**src/rtl/l1d_evict_wr_adapter.sv**
```systemverilog
// L1D eviction write adapter: buffers dirty lines and writes each one as a single AXI INCR burst.
// Define L1D_EVICT_BERR_EN to add the write-error pulse and sticky outputs.
module l1d_evict_wr_adapter #(
   parameter int LINE_W   = 512,
   parameter int DATA_W   = 128,
   parameter int ADDR_W   = 40,
   parameter int ID_W     = 4,
   parameter int AXI_ID_W = 4,
   parameter int AXI_ID   = 0,
   parameter int DEPTH    = 4
) (
   input  logic                  clk,
   input  logic                  rst_n,
   input  logic                  evict_in_vld,
   output logic                  evict_in_rdy,
   input  logic [ID_W-1:0]       evict_in_id,
   input  logic [ADDR_W-1:0]     evict_in_addr,
   input  logic [LINE_W-1:0]     evict_in_data,
   output logic                  evict_dat_ram_clean_en,
   output logic [ID_W-1:0]       evict_dat_ram_clean_id,
`ifdef L1D_EVICT_BERR_EN
   output logic                  evict_berr_en,
   output logic                  evict_berr_sticky,
`endif
   output logic                  axi_awvalid,
   input  logic                  axi_awready,
   output logic [AXI_ID_W-1:0]   axi_awid,
   output logic [ADDR_W-1:0]     axi_awaddr,
   output logic [1:0]            axi_awburst,
   output logic [2:0]            axi_awsize,
   output logic [7:0]            axi_awlen,
   output logic                  axi_wvalid,
   input  logic                  axi_wready,
   output logic [DATA_W-1:0]     axi_wdata,
   output logic [DATA_W/8-1:0]   axi_wstrb,
   output logic                  axi_wlast,
   input  logic                  axi_bvalid,
   output logic                  axi_bready,
   input  logic [AXI_ID_W-1:0]   axi_bid,
   input  logic [1:0]            axi_bresp
);

   localparam int BEATS = LINE_W / DATA_W;
   localparam int BC_W  = (BEATS > 1) ? $clog2(BEATS) : 1;
   localparam int PW    = $clog2(DEPTH) + 1;

   logic [PW-1:0]   wr_ptr_q, wr_ptr_d;
   logic [PW-1:0]   aw_ptr_q, aw_ptr_d;
   logic [PW-1:0]   w_ptr_q, w_ptr_d;
   logic [PW-1:0]   b_ptr_q, b_ptr_d;
   logic [BC_W-1:0] beat_cnt_q, beat_cnt_d;
   logic            clean_en_q, clean_en_d;
   logic [ID_W-1:0] clean_id_q, clean_id_d;

   logic [ID_W-1:0]                 id_q   [DEPTH];
   logic [ADDR_W-1:0]               addr_q [DEPTH];
   logic [BEATS-1:0][DATA_W-1:0]    data_q [DEPTH];

   logic push_s, aw_hs_s, w_hs_s, b_hs_s, last_s;
   logic [PW-2:0] wr_idx_s, aw_idx_s, w_idx_s, b_idx_s;

   assign wr_idx_s = wr_ptr_q[PW-2:0];
   assign aw_idx_s = aw_ptr_q[PW-2:0];
   assign w_idx_s  = w_ptr_q[PW-2:0];
   assign b_idx_s  = b_ptr_q[PW-2:0];

   // Handshakes and channel valids derive only from registered pointer state
   assign evict_in_rdy = (wr_ptr_q - b_ptr_q) != PW'(DEPTH);
   assign axi_awvalid  = aw_ptr_q != wr_ptr_q;
   assign axi_wvalid   = w_ptr_q != aw_ptr_q;
   assign axi_bready   = b_ptr_q != w_ptr_q;

   assign push_s  = evict_in_vld & evict_in_rdy;
   assign aw_hs_s = axi_awvalid & axi_awready;
   assign w_hs_s  = axi_wvalid & axi_wready;
   assign b_hs_s  = axi_bvalid & axi_bready;
   assign last_s  = beat_cnt_q == BC_W'(BEATS - 1);

   assign axi_awid    = AXI_ID_W'(AXI_ID);
   assign axi_awaddr  = addr_q[aw_idx_s];
   assign axi_awburst = 2'b01;
   assign axi_awsize  = 3'($clog2(DATA_W / 8));
   assign axi_awlen   = 8'(BEATS - 1);
   assign axi_wdata   = data_q[w_idx_s][beat_cnt_q];
   assign axi_wstrb   = '1;
   assign axi_wlast   = last_s;

   assign evict_dat_ram_clean_en = clean_en_q;
   assign evict_dat_ram_clean_id = clean_id_q;

   // Next-state for pointers, beat counter and the clean pulse
   always_comb begin
      wr_ptr_d   = wr_ptr_q;
      aw_ptr_d   = aw_ptr_q;
      w_ptr_d    = w_ptr_q;
      b_ptr_d    = b_ptr_q;
      beat_cnt_d = beat_cnt_q;
      clean_en_d = b_hs_s;
      clean_id_d = clean_id_q;
      if (push_s) begin
         wr_ptr_d = wr_ptr_q + PW'(1);
      end else begin
         wr_ptr_d = wr_ptr_q;
      end
      if (aw_hs_s) begin
         aw_ptr_d = aw_ptr_q + PW'(1);
      end else begin
         aw_ptr_d = aw_ptr_q;
      end
      if (w_hs_s && last_s) begin
         beat_cnt_d = '0;
         w_ptr_d    = w_ptr_q + PW'(1);
      end else if (w_hs_s) begin
         beat_cnt_d = beat_cnt_q + BC_W'(1);
      end else begin
         beat_cnt_d = beat_cnt_q;
      end
      if (b_hs_s) begin
         b_ptr_d    = b_ptr_q + PW'(1);
         clean_id_d = id_q[b_idx_s];
      end else begin
         b_ptr_d    = b_ptr_q;
      end
   end

   // Control state with synchronous active-low reset
   always_ff @(posedge clk) begin
      if (!rst_n) begin
         wr_ptr_q   <= '0;
         aw_ptr_q   <= '0;
         w_ptr_q    <= '0;
         b_ptr_q    <= '0;
         beat_cnt_q <= '0;
         clean_en_q <= 1'b0;
         clean_id_q <= '0;
      end else begin
         wr_ptr_q   <= wr_ptr_d;
         aw_ptr_q   <= aw_ptr_d;
         w_ptr_q    <= w_ptr_d;
         b_ptr_q    <= b_ptr_d;
         beat_cnt_q <= beat_cnt_d;
         clean_en_q <= clean_en_d;
         clean_id_q <= clean_id_d;
      end
   end

   // Entry storage needs no reset: entries are only read between push and retire
   always_ff @(posedge clk) begin
      if (push_s) begin
         id_q[wr_idx_s]   <= evict_in_id;
         addr_q[wr_idx_s] <= evict_in_addr;
         data_q[wr_idx_s] <= evict_in_data;
      end
   end

`ifdef L1D_EVICT_BERR_EN
   logic berr_en_q, berr_sticky_q;
   logic berr_s;
   logic unused_ok;

   assign berr_s            = b_hs_s & (axi_bresp != 2'b00);
   assign evict_berr_en     = berr_en_q;
   assign evict_berr_sticky = berr_sticky_q;
   assign unused_ok         = ^axi_bid;

   // Error pulse aligns with the clean pulse; the sticky flag only clears on reset
   always_ff @(posedge clk) begin
      if (!rst_n) begin
         berr_en_q     <= 1'b0;
         berr_sticky_q <= 1'b0;
      end else begin
         berr_en_q     <= berr_s;
         berr_sticky_q <= berr_sticky_q | berr_s;
      end
   end
`else
   logic unused_ok;
   assign unused_ok = ^{axi_bid, axi_bresp};
`endif

endmodule

```
**config.mk**
```make
export PLATFORM = sky130hd
export DESIGN_NAME = l1d_evict_wr_adapter
export DESIGN_NICKNAME = d
export VERILOG_FILES = /design/src/rtl/l1d_evict_wr_adapter.sv
export SDC_FILE = /design/constraint.sdc
export NUM_CORES = 2
export LEC_CHECK = 0
export BUFFER_PORTS_ARGS = -buffer_cell sky130_fd_sc_hd__buf_2
export CAP_MARGIN = 30
export CORE_AREA = 4 4 383 385
export DETAILED_ROUTE_END_ITERATION = 10
export DIE_AREA = 0 0 387 389
export HOLD_SLACK_MARGIN = 0.15
export PLACE_DENSITY = 0.79
export SYNTH_ARGS = -nofsm -noshare
export SYNTH_HDL_FRONTEND = slang
export SYNTH_SLANG_ARGS = --single-unit
```
**constraint.sdc**
```tcl
create_clock -name clk -period 60.8 [get_ports clk]
set_clock_uncertainty 0.05 [all_clocks]
set_input_delay 18.24 -clock clk [delete_from_list [all_inputs] [get_ports clk]]
set_output_delay 18.24 -clock clk [all_outputs]
set_load 0.02 [all_outputs]
```
==> results by group <==
Run status
  • Outcome: complete, no violations

Worst hold path
  • Hold Path End: evict_dat_ram_clean_id[2]
  • Tightest Hold Check Type: reg -> reg
  • Hold path cells: 2
  • Worst Hold Launch: evict_dat_ram_clean_id[2]

GRT
  • Antenna violations before repair: roughly 130
  • Largest net degree at the start of global routing: between 150 and 200
  • Global-route wire length before repair: 288000 µm
  • GRT Total Usage: 0.261
  • Vias in the first global route: approximately 43000
  • GRT overflow: 0

Clock network
  • Clk Tree Root Cell: clkbuf_16
  • Num Clock Sinks: around 2200
  • Cts bufs inserted: 212
  • H-tree levels: 4
  • Post-cts resize count: 0
  • CTS tree: yes
  • Worst-Skew Late Latency: approximately 0.84 ns
  • Hold-fix buffers, CTS: 0
  • Number of buffers on the longest clock path: 3
  • Reg clk slew, reported paths: roughly 0.06 ns
  • Post-CTS setup buffers: 0

Yosys
  • Synth Warn #: 0
  • Syn Area/Cell: roughly 24 µm²
  • Netlist cell types: 33
  • Synth Cell Area: between 0.08 and 0.09 mm²
  • Top cells by area, synth: edfxtp_1 (79%), mux4_2 (15%), a22oi_1 (2.2%), nand2_1 (0.64%), dfxtp_1 (0.55%)
  • Yosys reg bits: between 2000 and 2500
  • Cell count after synthesis: roughly 3500
  • Top-area cell type share of the netlist area: 0.795
  • Area leader, netlist: edfxtp_1
  • Post-synthesis sequential area ratio: 0.800

Timing
  • Unrepaired setup endpoints after global routing: false
  • Max Slew Vio Count: 0
  • Final min period: between 20 and 25 ns
  • Fin. Hold Viols: 0
  • Worst-Margin Slew: between 1 and 1.5 ns
  • TNS Setup: 0 ns
  • Tcrit/Tclk final: 0.391
  • Rel. slew slack: 0.287
  • Endpoints failing setup: 0
  • Max frequency: about 42 MHz

Setup path
  • WP data arrival: 5.48 ns
  • Worst Setup Start Kind: register
  • CP dominant cell by count: buf_12
  • Setup crit end kind: output port
  • Reg2reg start: b_ptr_q[0]
  • Setup slack, reg-to-reg: 55.36 ns
  • Crit path cell chain: buf_12 > buf_12 > buf_4 > buf_16 > mux4_2 > a22oi_1 > nand2_1 > buf_2
  • Critical path required time: 42.51 ns
  • Crit Path Category: reg -> out
  • Critical path peak fanout: 105
  • Largest stage delay, worst path: 0.88 ns
  • FF-to-FF path depth: 9
  • Critical path's slowest cell: dfxtp_4
  • Critical R2R Capture: data_q[0][27]

Route
  • DR vias: around 41000
  • WL final: approximately 200000 µm
  • Wire length per cell: about 30 µm
  • DR iter-0 viols: between 4000 and 5000
  • Remaining DRCs: 0
  • Top routing layer used: met5
  • Detailed Routing Iterations Pass 1: 6
  • Post-route ant nets: 0
  • M1 wire length: 68100 µm
  • Met2 WL: 102000 µm
  • Via density: ~6.2
  • DR WL met3: between 15000 and 20000 µm

Power
  • Total Power: approximately 3.4 mW
  • Clock Power Share: 0.388
  • Power per cell area: between 30 and 40 mW/mm²
  • Peak supply drop: 0.0288 mV
  • Internal power: 2.63 mW
  • Switch share: 0.225
  • Flop pwr share: 0.531
  • Leak Pwr: 31.5 nW
  • Sw power: around 0.76 mW
  • Logic gate share of total power: 0.081

Placed design
  • Post-DP HPWL: 112000 µm
  • Routability-driven placement congestion ratio: 0.762
  • Cell count after placement: 6042
  • Port bufs: 739

Final layout
  • Final cell count without fillers: 6549
  • Final #Nets: slightly below 5000
  • Commonest cells after routing, fill and taps aside: edfxtp_1 (2224), buf_2 (741), mux4_2 (551), a22oi_1 (246), clkbuf_16 (214)
  • Share of cells above drive strength 1: 0.371
  • Commonest non-fill, non-tap cell in the layout: edfxtp_1
  • Area grow syn2layout: 15.6%

Floorplan
  • Rows: around 140
  • Die ar.: between 0.15 and 0.2 mm²
  • I/O pins: around 780
  • Die height: roughly 390 µm
  • Starting Density: 0.587
  • Core area: 0.143 mm²
  • Die width: around 390 µm

Flow run
  • MaxCap Viol Count: 0
[power by group through the flow]
stage	sequential (mW)	clock (mW)	combinational (mW)
detailed placement	1.83	0	0.274
global route	1.80	1.41	0.293
CTS	1.80	1.33	0.279
floorplan	1.87	0	0.154
finish	1.80	1.31	0.276
global placement	1.82	0	0.267
[per-layer routing]
metal / GRT usage / up-vias
li1: - / 16898
met1: 0.331 / 21102
met2: 0.430 / 2143
met3: 0.0682 / 411
met4: 0.118 / 40
met5: 0 / -
[worst max path at each step]
stage                  from  slack, ns       endpoint  cells past startpoint
2_1_floorplan  evict_in_vld      12.70    wr_ptr_q[2]                      3
3_3_place_gp       register      37.46  axi_wdata[89]                      7
3_5_place_dp       register      37.69  axi_wdata[89]                      8
4_1_cts            register      36.77  axi_wdata[89]                      8
5_1_grt            register      36.51  axi_wdata[89]                      8
6_report           register      37.03  axi_wdata[89]                      8
[cells by family after synthesis]
| family | count (synthesis) | synth area share |
|---|---|---|
| buf+inv | 224 | 0.0135 |
| flops | 2247 | 0.800 |
| simple gates | 186 | 0.00946 |
| other cells | 2 | 0.0000894 |
| xor+xnor | 16 | 0.00167 |
| fa+ha+maj | 10 | 0.00149 |
| mux | 562 | 0.149 |
| compound gates | 275 | 0.0244 |
[stage by stage]
step / utilization / cell area, µm² / setup slack [ns] / hold slack, ns
4_1_cts: 0.677 / 96900 / 36.77 / 0.427
5_1_grt: 0.678 / 97000 / 36.51 / 0.458
3_5_place_dp: 0.628 / 89900 / 37.69 / 0.414
3_3_place_gp: 0.627 / 89700 / 37.46 / 0.403
6_report: 0.679 / 97100 / 37.03 / 0.422
2_1_floorplan: - / 84100 / 12.70 / 0.429
[Yosys cell counts, drive strengths merged]
| master | n |
|---|---|
| a221o | 5 |
| o21ai | 7 |
| o31ai | 2 |
| xnor2 | 9 |
| a211oi | 5 |
| dfxtp | 23 |
| or3 | 2 |
| a22oi | 246 |
| a31oi | 3 |
| mux2 | 5 |
| edfxtp | 2224 |
| nand3b | 1 |
| nand2b | 3 |
| xor2 | 7 |
| nor2 | 2 |
| ha | 10 |
| o22ai | 5 |
| conb | 2 |
| mux2i | 6 |
| mux4 | 551 |
| and2 | 11 |
| nand3 | 9 |
| and3 | 1 |
| nor2b | 8 |
| inv | 4 |
| nor3b | 5 |
| clkbuf | 71 |
| nand2 | 144 |
| buf | 149 |
| o311ai | 2 |
[worst max-delay path, delay by kind of cell (launching register included)]
kind                   cells  cell delay, ns
and+or+nand+nor            1            0.16
muxes                      1            0.55
DFF                        1            0.88
buffers and inverters      5            2.40
AOI/OAI and AO/OA          1            0.49
[cell type report]
| type | count | area, µm² |
|---|---|---|
| sequential | 2247 | 67300 |
| fill | 8398 | 46000 |
| multi-input combinational | 1082 | 15800 |
| clock buffer | 267 | 5610 |
| timing repair buffer | 806 | 4410 |
| tap | 1903 | 2380 |
| clock inverter | 126 | 1370 |
| antenna | 114 | 285 |
| inverter | 4 | 15.0 |
[flip-flops by register name, summed over array words and instances (netlist names), named ones only]
| register | count |
|---|---|
| b_ptr_q | 3 |
| aw_ptr_q | 3 |
| w_ptr_q | 3 |
| evict_dat_ram_clean_en | 1 |
| wr_ptr_q | 3 |
| addr_q | 160 |
| data_q | 2048 |
| id_q | 16 |
| beat_cnt_q | 2 |
| evict_dat_ram_clean_id | 4 |
No activity file was read; power rests on OpenSTA's default activity.
